$ cat src/rtl/mux_scan_ctrl.sv
// Muxed-D scan register holding NCH chains of LEN flops, with a sequencer that
// shifts patterns in, pulses one capture, and returns the unloaded responses.
module mux_scan_ctrl #(
  parameter int NCH = 3,
  parameter int LEN = 4
) (
  input  logic               CK,
  input  logic               RSTN,
  input  logic [NCH*LEN-1:0] D_FUNC,
  output logic [NCH*LEN-1:0] Q,
  input  logic               TEST_MODE,
  input  logic [NCH*LEN-1:0] PAT,
  input  logic               PAT_VALID,
  output logic               PAT_READY,
  input  logic               UNLOAD_REQ,
  output logic [NCH*LEN-1:0] RESP,
  output logic               RESP_VALID,
  input  logic               RESP_READY,
  output logic               SE,
  output logic [NCH-1:0]     SO,
  output logic               BUSY
);

  localparam int W     = NCH * LEN;
  localparam int CNT_W = $clog2(LEN + 1);

  typedef enum logic [1:0] {IDLE, SHIFT, CAPTURE, UNLOAD} state_e;

  state_e           state_q, state_d;
  logic [W-1:0]     q_q, q_d;
  logic [W-1:0]     pat_sh_q, pat_sh_d;
  logic [W-1:0]     resp_sh_q, resp_sh_d;
  logic [W-1:0]     resp_q, resp_d;
  logic [W-1:0]     q_shift, pat_shift, resp_shift;
  logic [CNT_W-1:0] cnt_q, cnt_d;
  logic             have_capt_q, have_capt_d;
  logic             emit_q, emit_d;
  logic             resp_valid_q, resp_valid_d;
  logic             se_q, se_d;
  logic             pat_ready;

  // One shift step: every chain moves toward bit 0; the pattern enters at the
  // top of Q, and the bit leaving Q enters the top of the response chain.
  always_comb begin
    q_shift    = '0;
    pat_shift  = '0;
    resp_shift = '0;
    for (int c = 0; c < NCH; c++) begin
      for (int i = 0; i < LEN - 1; i++) begin
        q_shift[c*LEN+i]    = q_q[c*LEN+i+1];
        pat_shift[c*LEN+i]  = pat_sh_q[c*LEN+i+1];
        resp_shift[c*LEN+i] = resp_sh_q[c*LEN+i+1];
      end
      q_shift[c*LEN+LEN-1]    = pat_sh_q[c*LEN];
      pat_shift[c*LEN+LEN-1]  = 1'b0;
      resp_shift[c*LEN+LEN-1] = q_q[c*LEN];
    end
  end

  assign pat_ready = (state_q == IDLE) && TEST_MODE && !resp_valid_q;

  // NOTE: every signal gets a default before the case so no path leaves one
  // unassigned; otherwise synthesis infers latches.
  always_comb begin
    state_d      = state_q;
    q_d          = q_q;
    pat_sh_d     = pat_sh_q;
    resp_sh_d    = resp_sh_q;
    resp_d       = resp_q;
    cnt_d        = cnt_q;
    have_capt_d  = have_capt_q;
    emit_d       = emit_q;
    resp_valid_d = resp_valid_q;

    if (resp_valid_q && RESP_READY) resp_valid_d = 1'b0;

    if (!TEST_MODE) begin
      // Functional mode, or an abort out of an active sequence.
      q_d     = D_FUNC;
      state_d = IDLE;
      if (state_q != IDLE) have_capt_d = 1'b0;
    end else begin
      unique case (state_q)
        IDLE: begin
          if (PAT_VALID && pat_ready) begin
            pat_sh_d    = PAT;
            state_d     = SHIFT;
            cnt_d       = CNT_W'(LEN);
            emit_d      = have_capt_q;
            have_capt_d = 1'b0;
          end else if (UNLOAD_REQ && !resp_valid_q) begin
            pat_sh_d    = '0;
            state_d     = UNLOAD;
            cnt_d       = CNT_W'(LEN);
            emit_d      = have_capt_q;
            have_capt_d = 1'b0;
          end
        end
        SHIFT, UNLOAD: begin
          q_d       = q_shift;
          pat_sh_d  = pat_shift;
          resp_sh_d = resp_shift;
          cnt_d     = cnt_q - CNT_W'(1);
          if (cnt_q == CNT_W'(1)) begin
            if (emit_q) begin
              resp_d       = resp_shift;
              resp_valid_d = 1'b1;
            end
            state_d = (state_q == SHIFT) ? CAPTURE : IDLE;
          end
        end
        CAPTURE: begin
          q_d         = D_FUNC;
          have_capt_d = 1'b1;
          state_d     = IDLE;
        end
        default: state_d = IDLE;
      endcase
    end

    se_d = (state_d == SHIFT) || (state_d == UNLOAD);
  end

  // NOTE: sequential state uses non-blocking assignments so every flop samples
  // pre-edge values regardless of statement order.
  always_ff @(posedge CK or negedge RSTN) begin
    if (!RSTN) begin
      state_q      <= IDLE;
      q_q          <= '0;
      pat_sh_q     <= '0;
      resp_sh_q    <= '0;
      resp_q       <= '0;
      cnt_q        <= '0;
      have_capt_q  <= 1'b0;
      emit_q       <= 1'b0;
      resp_valid_q <= 1'b0;
      se_q         <= 1'b0;
    end else begin
      state_q      <= state_d;
      q_q          <= q_d;
      pat_sh_q     <= pat_sh_d;
      resp_sh_q    <= resp_sh_d;
      resp_q       <= resp_d;
      cnt_q        <= cnt_d;
      have_capt_q  <= have_capt_d;
      emit_q       <= emit_d;
      resp_valid_q <= resp_valid_d;
      se_q         <= se_d;
    end
  end

  always_comb begin
    SO = '0;
    for (int c = 0; c < NCH; c++) SO[c] = q_q[c*LEN];
  end

  assign Q          = q_q;
  assign RESP       = resp_q;
  assign RESP_VALID = resp_valid_q;
  assign SE         = se_q;
  assign BUSY       = (state_q != IDLE);
  assign PAT_READY  = pat_ready;

endmodule

$ cat config.mk
export PLATFORM = sky130hd
export DESIGN_NAME = mux_scan_ctrl
export DESIGN_NICKNAME = d
export VERILOG_FILES = /design/src/rtl/mux_scan_ctrl.sv
export SDC_FILE = /design/constraint.sdc
export NUM_CORES = 1
export LEC_CHECK = 0
export ABC_AREA = 1
export ABC_CLOCK_PERIOD_IN_PS = 1800
export BUFFER_PORTS_ARGS = -buffer_cell sky130_fd_sc_hd__buf_2
export CAP_MARGIN = 20
export CORE_UTILIZATION = 53
export CTS_CLUSTER_SIZE = 25
export DETAILED_ROUTE_END_ITERATION = 10
export PLACE_DENSITY = 0.84
export SETUP_SLACK_MARGIN = 0.4
export SLEW_MARGIN = 10
export SYNTH_ARGS = -nofsm -noshare
export SYNTH_HDL_FRONTEND = slang
export SYNTH_SLANG_ARGS = --single-unit
$ cat constraint.sdc
create_clock -name CK -period 1.8 [get_ports CK]
set_clock_uncertainty 0.2 [all_clocks]
set_input_delay 0.45 -clock CK [delete_from_list [all_inputs] [get_ports CK]]
set_output_delay 0.45 -clock CK [all_outputs]
set_load 0.02 [all_outputs]
Yosys cells after proc, flatten, opt, wreduce, memory -nomap -nowiden --
Cells that the tools add are included.
Storage, ports and cells: register bits 57, input port bits 30, output and inout bits 31, logic and storage cells 65
Cells by class: $add $sub $neg 1, eq/ne operators 10, multiplexer cells 26, reductions and logical operators 18
Operators by type and width (number):
- one-hot mux 12 bit (2 select lines) | 2
- 2-to-1 mux 12 bit | 3
- 2-to-1 mux 1 bit | 11
- 2-to-1 mux 2 bit | 5
- inequality test 3 x 1 -> 1 bit (second input constant) | 3
- AND reduction 3 bit | 3
- nonzero test 2 bit | 4
- equality test 2 bit (second input constant) | 3
- 2-to-1 mux 3 bit | 2
- one-hot mux 2 bit (3 select lines) | 1
- one-hot mux 3 bit (2 select lines) | 1
- logical AND 1 bit | 5
- equality test 2 x 1 -> 1 bit (second input constant) | 2
- inequality test 4 x 2 -> 1 bit (second input constant) | 1
- AND reduction 4 bit | 1
- equality test 3 x 1 -> 1 bit (second input constant) | 1
- subtractor 3 x 1 -> 3 bit (second input constant) | 1
- zero test 2 bit | 1
- one-hot mux 1 bit (2 select lines) | 1
- AND reduction 2 bit | 1
- OR reduction 2 bit | 1
- zero test 1 bit | 1
- logical OR 1 bit | 1

Depth between registers and ports, before layout --
Gate-level depths: netlist of the first run.
depth in word-level cells 9, mapped depth 8, mapped depth without buffers 7

Worst setup path before layout of the first run --
OpenSTA, ideal clock, no wires.
kind register to output, start reg SE (netlist name), end out PAT_READY, arrival 1294 ps, data required time 1150 ps, path slack -144 ps, stages on the path, launching flop included 5, buffers on the path 1, cells stage by stage dfrtp_1 -> nor2_4 -> nand2_1 -> buf_4 -> nor2_1
RTL lines:
- to (decl) | RTL line 14 | output logic PAT_READY,

==> Flow_metrics.wiki, run 1 <==
{| class="wikitable"
! Metric !! Value
|-
| Status || complete, but fails checks
|-
| Failing checks || setup timing
|-
| Hold path cells || 2
|-
| Post-route setup slack || -0.0742 ns
|-
| Reported max-cap violation count || 0
|-
| Top cell type by total area after synthesis || sky130_fd_sc_hd__dfrtp_1
|-
| Hold/Removal Path Class || input pin to flop
|-
| Post-synthesis net count || between 300 and 400
|-
| Start point of the worst min-delay path || RESP_READY
|-
| Clock-pin slew of the registers on the worst-case setup and hold paths || ~0.12 ns
|-
| Layout Area Growth over Synthesis || 44.5%
|-
| Time the final worst path needs with I/O delays and setup || around 1.9 ns
|-
| Crit path cell chain || nor2_4 -> buf_4 -> inv_2 -> buf_6
|-
| Worst Setup Start Kind || flop
|-
| RR Endpoint || state_q[1]
|-
| Total via count after detailed routing || around 2600
|-
| Global-route wire length before repair || around 12000 µm
|-
| Area fraction in and, or, nand and nor cells after synthesis || between 20% and 30%
|-
| Routed wirelength normalized by instance count || roughly 19 µm
|-
| Critical path fanouts, max || 2
|-
| Share of final-layout standard cells stronger than drive strength 1 || between 40% and 50%
|-
| Die W || slightly above 70 µm
|-
| Layout Cell Area excl Fill || 0.00370 mm²
|-
| Starting DRT DRC Count || about 270
|-
| Post-place instance area || between 0.002 and 0.003 mm²
|-
| Total detailed-routing wirelength || between 8000 and 9000 µm
|-
| IO Count || 61
|-
| Max H-tree Level || 2
|-
| Final core utilization || 82.1%
|-
| Sum Neg Setup Slack || -0.215 ns
|-
| Starting density of the core || around 57%
|-
| Tot GR Track Use || 31.8%
|-
| Rows || 24
|-
| Final setup violating endpoints || 5
|-
| Main combinational cell family by area after synthesis || simple AND/OR/NAND/NOR gates
|-
| # port buffers || 60
|-
| Chip Height || between 70 and 80 µm
|-
| Sequential fraction of the synthesis area || about half
|-
| Number of flip-flops and latches in the synthesized netlist || 53
|-
| Global-route congestion overflow total || 0
|-
| Final #Nets || between 400 and 500
|-
| Clock tree buffer depth || 2
|-
| Clock tree from TritonCTS || built
|-
| Count of distinct cell types in the synthesized netlist || 27
|-
| Remaining routing DRC violations || 0
|-
| Placed wire-length estimate after detailed placement || around 3600 µm
|-
| RSZ-0062 raised after global routing || yes
|-
| Final Max Tran Viols || 0
|-
| Die Outline Area || between 0.005 and 0.006 mm²
|-
| Cells on worst reg2reg path || 7
|-
| Element type at the critical path end || primary output
|-
| Start point of the critical path || SE
|-
| Crit Reg-Reg Startpoint || SE
|-
| Critical path data arrival time || around 1.2 ns
|-
| Most common library cell in the layout ignoring fill and taps || sky130_fd_sc_hd__nand2_1
|-
| Post-DR vias/cell || a little under 6
|-
| Placed cell count || 399
|-
| Total CTS buffers || 5
|-
| Initial antenna violation count || 0
|-
| Final weighted congestion in routability-driven placement || approximately 0.82
|-
| Path type of the worst setup path || flop to primary output
|-
| Clock insertion delay at the later pin of the skew report || around 0.33 ns
|-
| Total power consumption of the routed design || about 6 mW
|-
| Portion of the clock cycle consumed by the worst path in the final layout || 104%
|-
| Antenna diode instance count || 0
|-
| Slowest cell delay on critical path || 0.45 ns
|-
| Transition time at the pin with the least slew margin || between 0.4 and 0.5 ns
|-
| Worst min-delay path endpoint || RESP_VALID
|-
| Largest net degree at the start of global routing || 54
|-
| CP Buf/Inv Count || 3
|-
| Standard cell with the maximum stage delay on the critical path || sky130_fd_sc_hd__dfrtp_2
|-
| Mean instance size in the synthesized netlist || a little under 9 µm²
|-
| Count of endpoints failing hold in the final timing report || 0
|-
| Headroom to the max-slew limit || between 60 and 70%
|-
| Proportion of netlist area held by the largest area contributor || around half
|-
| Synth Area in Compound Gates || between 10 and 15%
|-
| Root cell of the clock tree || sky130_fd_sc_hd__clkbuf_8
|-
| Register-to-register setup slack || -0.05 ns
|-
| Count of synthesis-stage warnings from yosys || 0
|-
| Top Family by Delay on Critical Path || flip-flops
|-
| Fmax || around 0.53 GHz
|-
| Commonest cells after routing, fill and taps aside || sky130_fd_sc_hd__nand2_1, sky130_fd_sc_hd__dfrtp_1, sky130_fd_sc_hd__inv_1
|-
| Power density cells || between 1500 and 2000 mW/mm²
|-
| Multiplexer share of the synthesized area || 0%
|-
| Xor and xnor area share after synthesis || less than 1%
|-
| Clock sink total || 53
|-
| Number of global-route vias before repair || approximately 2500
|-
| Drt first pass iters || 5
|-
| Post-synthesis adder-cell area fraction || less than 1%
|-
| Crit path required time || around 1.2 ns
|-
| Standard cell core area || 0.00450 mm²
|-
| Worst vdd ir || about 1.3 mV
|-
| Syn Std Cell Area || between 0.002 and 0.003 mm²
|-
| Biggest area contributors in the synthesized netlist || sky130_fd_sc_hd__dfrtp_1, sky130_fd_sc_hd__nand2_1, sky130_fd_sc_hd__o21ai_0
|-
| Number of nets still failing antenna checks after routing || 0
|-
| Instance count of the mapped netlist || about 290
|-
| Final instance count without filler cells || ~450
|-
| Reported leakage power || 1.93 nW
|}
[area by class of cell]
cell class / instances / area, µm²
Sequential cell: 53 / 1330
Multi-Input combinational cell: 186 / 1120
Timing Repair Buffer: 105 / 902
Fill cell: 245 / 805
Inverter: 41 / 166
Clock buffer: 5 / 68.8
Tap cell: 52 / 65.1
Clock inverter: 3 / 47.5
[kinds of logic after synthesis]
| group | after synthesis |
|---|---|
| xor+xnor | 1 |
| flops | 53 |
| compound gates | 60 |
| simple gates | 119 |
| fa+ha+maj | 2 |
| buf+inv | 59 |
[power breakdown]
part	switching, mW	total [mW]	leakage [nW]	internal (mW)
registers	0.414	2.04	0.693	1.63
clock network	0.467	0.893	0.0591	0.425
logic	1.67	3.04	1.18	1.36
total	2.56	5.97	1.93	3.42
[routing by layer]
metal	GRT usage [%]	vias to the layer above	part of all wire (%)
met5	0	-	0
met4	15.9	0	4.1
met3	6.47	32	7.9
met2	54.7	198	51
met1	38.2	1225	37
li1	-	1141	-
[synthesized netlist by cell type (all sizes together)]
cell	instances
nand3	22
nand2	77
nand4	1
xor2	1
nor3	13
clkbuf	3
o22ai	3
ha	2
buf	15
or2	2
dfrtp	53
inv	41
nor2	4
o21bai	9
o2111ai	1
a21oi	3
o21ai	44
[registers in the layout (all words and copies together), names as in the netlist]
register	cells
Q	12
RESP_VALID	1
cnt_q	3
state_q	1
have_capt_q	1
RESP	12
emit_q	1
resp_sh_q	9
pat_sh_q	12
SE	1
[worst max path at each step]
stage	to	slack [ns]	cells past startpoint
after floorplan	PAT_READY	0.10	4
after global placement	RESP[2]	0.10	6
after detailed placement	RESP[4]	0.05	6
after CTS	PAT_READY	-0.02	4
after global routing	BUSY	-0.10	4
final	BUSY	-0.07	4
[worst register-to-register path: cells and delay by family, from the launching register on]
family / cells / cell delay (ns)
and+or+nand+nor: 3 / 0.36
DFF: 1 / 0.45
AOI/OAI and AO/OA: 1 / 0.24
buffers and inverters: 3 / 0.47
[stage by stage]
step           hold WS (ns)  setup WS, ns
6_report             0.0739       -0.0742
5_1_grt              0.0757        -0.104
4_1_cts              0.0912       -0.0250
3_5_place_dp          0.261        0.0483
3_3_place_gp          0.255         0.102
2_1_floorplan       -0.0456         0.100
[repair_timing]
action                     in CTS  in global routing
cloned                          6                  0
hold buffers                    1                  0
resized for setup              94                 11
pin swaps                       6                  0
setup buffers                  26                  5
setup endpoints to repair      84                 84
hold endpoints to repair       53                  0
Power figures use the tool's default switching activity.
==> inputs of run 2 (changes only) <==
--- a/config.mk
+++ b/config.mk
@@ -5,14 +5,15 @@
 export SDC_FILE = /design/constraint.sdc
 export NUM_CORES = 1
 export LEC_CHECK = 0
-export ABC_AREA = 1
 export ABC_CLOCK_PERIOD_IN_PS = 1800
 export BUFFER_PORTS_ARGS = -buffer_cell sky130_fd_sc_hd__buf_2
 export CAP_MARGIN = 20
-export CORE_UTILIZATION = 53
+export CORE_UTILIZATION = 55
+export CTS_BUF_LIST = sky130_fd_sc_hd__clkbuf_8
 export CTS_CLUSTER_SIZE = 25
 export DETAILED_ROUTE_END_ITERATION = 10
-export PLACE_DENSITY = 0.84
+export HOLD_SLACK_MARGIN = 0.02
+export PLACE_DENSITY = 0.87
 export SETUP_SLACK_MARGIN = 0.4
 export SLEW_MARGIN = 10
 export SYNTH_ARGS = -nofsm -noshare
==> run 2 against run 1 <==
The run still ends with setup timing left. Non-clock buffer count grew 28. Global-route usage grew 8.2 points. Highest routed layer unchanged. Wire length grew 52%. Clock power shrank 19%. Register-to-register slack lost 0.06 ns. Utilization grew 15 points. Sequential cell count is the same.
==> Flow_metrics.wiki, run 2 <==
{| class="wikitable"
! Metric !! Value
|-
| RSZ-0062 raised after global routing || yes (unchanged)
|-
| Hold/Removal Path Class || input pin to flop (unchanged)
|-
| Total power consumption of the routed design || 5.72 mW (was 5.97 mW)
|-
| Sum Neg Setup Slack || -1.45 ns (was -0.215 ns)
|-
| Placed cell count || 317 (was 399)
|-
| Initial antenna violation count || 0 (unchanged)
|-
| Number of global-route vias before repair || 2405 (was 2492)
|-
| Headroom to the max-slew limit || 70.8% (was 67.6%)
|-
| Failing checks || setup timing (unchanged)
|-
| Syn Std Cell Area || 0.00247 mm² (was 0.00256 mm²)
|-
| Tot GR Track Use || 40.0% (was 31.8%)
|-
| Placed wire-length estimate after detailed placement || 3200 µm (was 3600 µm)
|-
| Top cell type by total area after synthesis || sky130_fd_sc_hd__dfrtp_1 (unchanged)
|-
| Clock insertion delay at the later pin of the skew report || 0.33 ns (about the same)
|-
| Fmax || 0.524 GHz (was 0.534 GHz)
|-
| Portion of the clock cycle consumed by the worst path in the final layout || 106% (was 104%)
|-
| Post-synthesis net count || 247 (was 326)
|-
| Layout Cell Area excl Fill || 0.00422 mm² (was 0.00370 mm²)
|-
| Final Max Tran Viols || 0 (unchanged)
|-
| Clock tree from TritonCTS || built (unchanged)
|-
| Most frequent cell after synthesis || sky130_fd_sc_hd__dfrtp_1 (was sky130_fd_sc_hd__nand2_1)
|-
| Most common library cell in the layout ignoring fill and taps || sky130_fd_sc_hd__buf_4 (was sky130_fd_sc_hd__nand2_1)
|-
| IO Count || 61 (unchanged)
|-
| # port buffers || 60 (unchanged)
|-
| Time the final worst path needs with I/O delays and setup || 1.91 ns (was 1.87 ns)
|-
| Instance count of the mapped netlist || 215 (was 294)
|-
| Rows || 24 (unchanged)
|-
| Worst Setup Start Kind || flop (unchanged)
|-
| Total CTS buffers || 5 (unchanged)
|-
| Reported leakage power || 2.08 nW (was 1.93 nW)
|-
| Hold slack final || 0.0947 ns (was 0.0739 ns)
|-
| Layout Area Growth over Synthesis || 70.3% (was 44.5%)
|-
| Reported max-cap violation count || 0 (unchanged)
|-
| Element type at the critical path end || flop (was primary output)
|-
| Critical path fanouts, max || 6 (was 2)
|-
| Commonest cells after routing, fill and taps aside || sky130_fd_sc_hd__buf_4, sky130_fd_sc_hd__dfrtp_1, sky130_fd_sc_hd__buf_6 (was sky130_fd_sc_hd__nand2_1, sky130_fd_sc_hd__dfrtp_1, sky130_fd_sc_hd__inv_1)
|-
| Post-route setup slack || -0.109 ns (was -0.0742 ns)
|-
| Final #Nets || 371 (was 424)
|-
| Global-route congestion overflow total || 0 (unchanged)
|-
| Power density cells || 1360 mW/mm² (was 1610 mW/mm²)
|-
| Routed wirelength normalized by instance count || 32.2 µm (was 18.7 µm)
|-
| Total via count after detailed routing || 2742 (was 2596)
|-
| Max H-tree Level || 2 (unchanged)
|-
| Count of synthesis-stage warnings from yosys || 0 (unchanged)
|-
| Number of nets still failing antenna checks after routing || 0 (unchanged)
|-
| Mean instance size in the synthesized netlist || 11.5 µm² (was 8.71 µm²)
|-
| Clock tree buffer depth || 2 (unchanged)
|-
| Share of final-layout standard cells stronger than drive strength 1 || 65.0% (was 42.2%)
|-
| Total detailed-routing wirelength || 12600 µm (was 8300 µm)
|-
| Die W || 69.1 µm (was 71.5 µm)
|-
| Post-synth top flop || sky130_fd_sc_hd__dfrtp_1 (unchanged)
|-
| Status || complete, but fails checks (unchanged)
|-
| Final core utilization || 96.8% (was 82.1%)
|-
| Clock-pin slew of the registers on the worst-case setup and hold paths || 0.11 ns (was 0.12 ns)
|-
| Biggest area contributors in the synthesized netlist || sky130_fd_sc_hd__dfrtp_1, sky130_fd_sc_hd__mux2_1, sky130_fd_sc_hd__a22o_1 (was sky130_fd_sc_hd__dfrtp_1, sky130_fd_sc_hd__nand2_1, sky130_fd_sc_hd__o21ai_0)
|-
| Post-DR vias/cell || 6.99 (was 5.83)
|-
| Post-place instance area || 0.00286 mm² (was 0.00293 mm²)
|-
| Drt first pass iters || 7 (was 5)
|-
| Count of distinct cell types in the synthesized netlist || 35 (was 27)
|-
| Remaining routing DRC violations || 0 (unchanged)
|-
| Post-synth EDFFs || 0 (unchanged)
|-
| Setup WS pre-CTS || 0.0157 ns (was 0.0483 ns)
|-
| Antenna diode instance count || 0 (unchanged)
|-
| Clock sink total || 53 (unchanged)
|-
| Filler Cell Count || 71 (was 245)
|-
| Final weighted congestion in routability-driven placement || 0.731 (was 0.819)
|-
| Chip Height || 69.1 µm (was 71.5 µm)
|-
| Final setup violating endpoints || 24 (was 5)
|-
| Die Outline Area || 0.00477 mm² (was 0.00511 mm²)
|-
| Leading post-synthesis cells by instance count || sky130_fd_sc_hd__dfrtp_1, sky130_fd_sc_hd__mux2_1, sky130_fd_sc_hd__nor2_1 (was sky130_fd_sc_hd__nand2_1, sky130_fd_sc_hd__dfrtp_1, sky130_fd_sc_hd__inv_1)
|-
| Number of flip-flops and latches in the synthesized netlist || 53 (unchanged)
|-
| Root cell of the clock tree || sky130_fd_sc_hd__clkbuf_8 (unchanged)
|-
| Path type of the worst setup path || flop to flop (was flop to primary output)
|-
| Transition time at the pin with the least slew margin || 0.437 ns (was 0.486 ns)
|-
| Global-route wire length before repair || 14100 µm (was 12000 µm)
|-
| Crit path required time || 1.83 ns (was 1.15 ns)
|-
| Proportion of netlist area held by the largest area contributor || 53.6% (was 51.8%)
|-
| Final instance count without filler cells || 392 (was 445)
|-
| Starting DRT DRC Count || 380 (was 267)
|-
| Count of endpoints failing hold in the final timing report || 0 (unchanged)
|-
| Worst vdd ir || 1.30 mV (about the same)
|-
| Critical path data arrival time || 1.94 ns (was 1.22 ns)
|-
| Async set or reset register ratio after synthesis || 100% (unchanged)
|-
| Standard cell core area || 0.00435 mm² (was 0.00450 mm²)
|-
| Largest net degree at the start of global routing || 54 (unchanged)
|-
| Starting density of the core || 56.8% (was 56.9%)
|-
| Sequential fraction of the synthesis area || 53.6% (was 51.8%)
|}
## run 2: cell types whose count changed in the layout (fill, tap and decap cells not counted), moves of 11 or more
cell / change
sky130_fd_sc_hd__nor3_1: -11
sky130_fd_sc_hd__mux2_4: +31
sky130_fd_sc_hd__buf_4: +15
sky130_fd_sc_hd__o21ai_0: -22
sky130_fd_sc_hd__inv_1: -30
sky130_fd_sc_hd__nand3_1: -18
sky130_fd_sc_hd__nand2_1: -57
sky130_fd_sc_hd__a22o_1: +12
## run 2: worst paths after layout
kind / from / end / slack (ns) / cells after the start
worst min register to register: pat_sh_q[11] / pat_sh_q[11] / 0.33 / 1
worst max register to register: cnt_q[1] / RESP[10] / -0.11 / 7
min in group asynchronous: RSTN / RESP[7] / 0.44 / 3
worst min-delay path: RESP_READY / RESP_VALID / 0.09 / 2
worst max-delay path: cnt_q[1] / RESP[10] / -0.11 / 7
max in group asynchronous: RSTN / cnt_q[0] / 0.69 / 3
## run 2: logic make-up (layout without fill, tap and decap cells)
logic type	count (synthesis)	after routing	synth area share, %
buf+inv	25	148	5.31
xor+xnor	1	1	0.354
mux	31	31	14.1
compound gates	58	58	15.3
flops	53	53	53.6
simple gates	45	47	10.4
fa+ha+maj	2	2	1.01
## run 2: critical path, stage by stage (launching register included)
cell	delay (ns)
sky130_fd_sc_hd__dfrtp_1	0.42
sky130_fd_sc_hd__inv_2	0.08
sky130_fd_sc_hd__ha_4	0.13
sky130_fd_sc_hd__nor2b_4	0.17
sky130_fd_sc_hd__nand4_1	0.16
sky130_fd_sc_hd__buf_4	0.18
sky130_fd_sc_hd__clkbuf_16	0.16
sky130_fd_sc_hd__mux2_4	0.31
## run 2: layout make-up
type / count / area [µm²] / area share [%]
multi-input combinational: 139 / 1460 / 34.7
clock buffer: 5 / 68.8 / 1.63
timing repair buffer: 133 / 1240 / 29.4
inverter: 7 / 26.3 / 0.623
clock inverter: 3 / 17.5 / 0.416
sequential: 53 / 1330 / 31.6
tap: 52 / 65.1 / 1.54
## run 2: power breakdown
part           switching [mW]  leakage (nW)  internal (mW)
Sequential              0.448         0.672           1.57
Combinational            1.40          1.37           1.58
Clock                   0.454        0.0439          0.271
Total                    2.31          2.08           3.41
## run 2: timing repair
action / 4_1_cts / 5_1_grt
resized for setup: 135 / 37
hold endpoints to repair: 53 / 0
endpoints found under the setup margin: 77 / 84
hold buffers: 1 / 0
cloned: 5 / 1
buffers inserted: 38 / 22
pin swaps: 26 / 11
## run 2: per-layer routing
metal  vias up  GRT usage [%]  wire (µm)
met5         -              0          0
met4         0           19.5       1120
met3       106           10.7       1420
met2       299           68.9       5910
met1      1327           45.9       4170
li1       1010              -          -
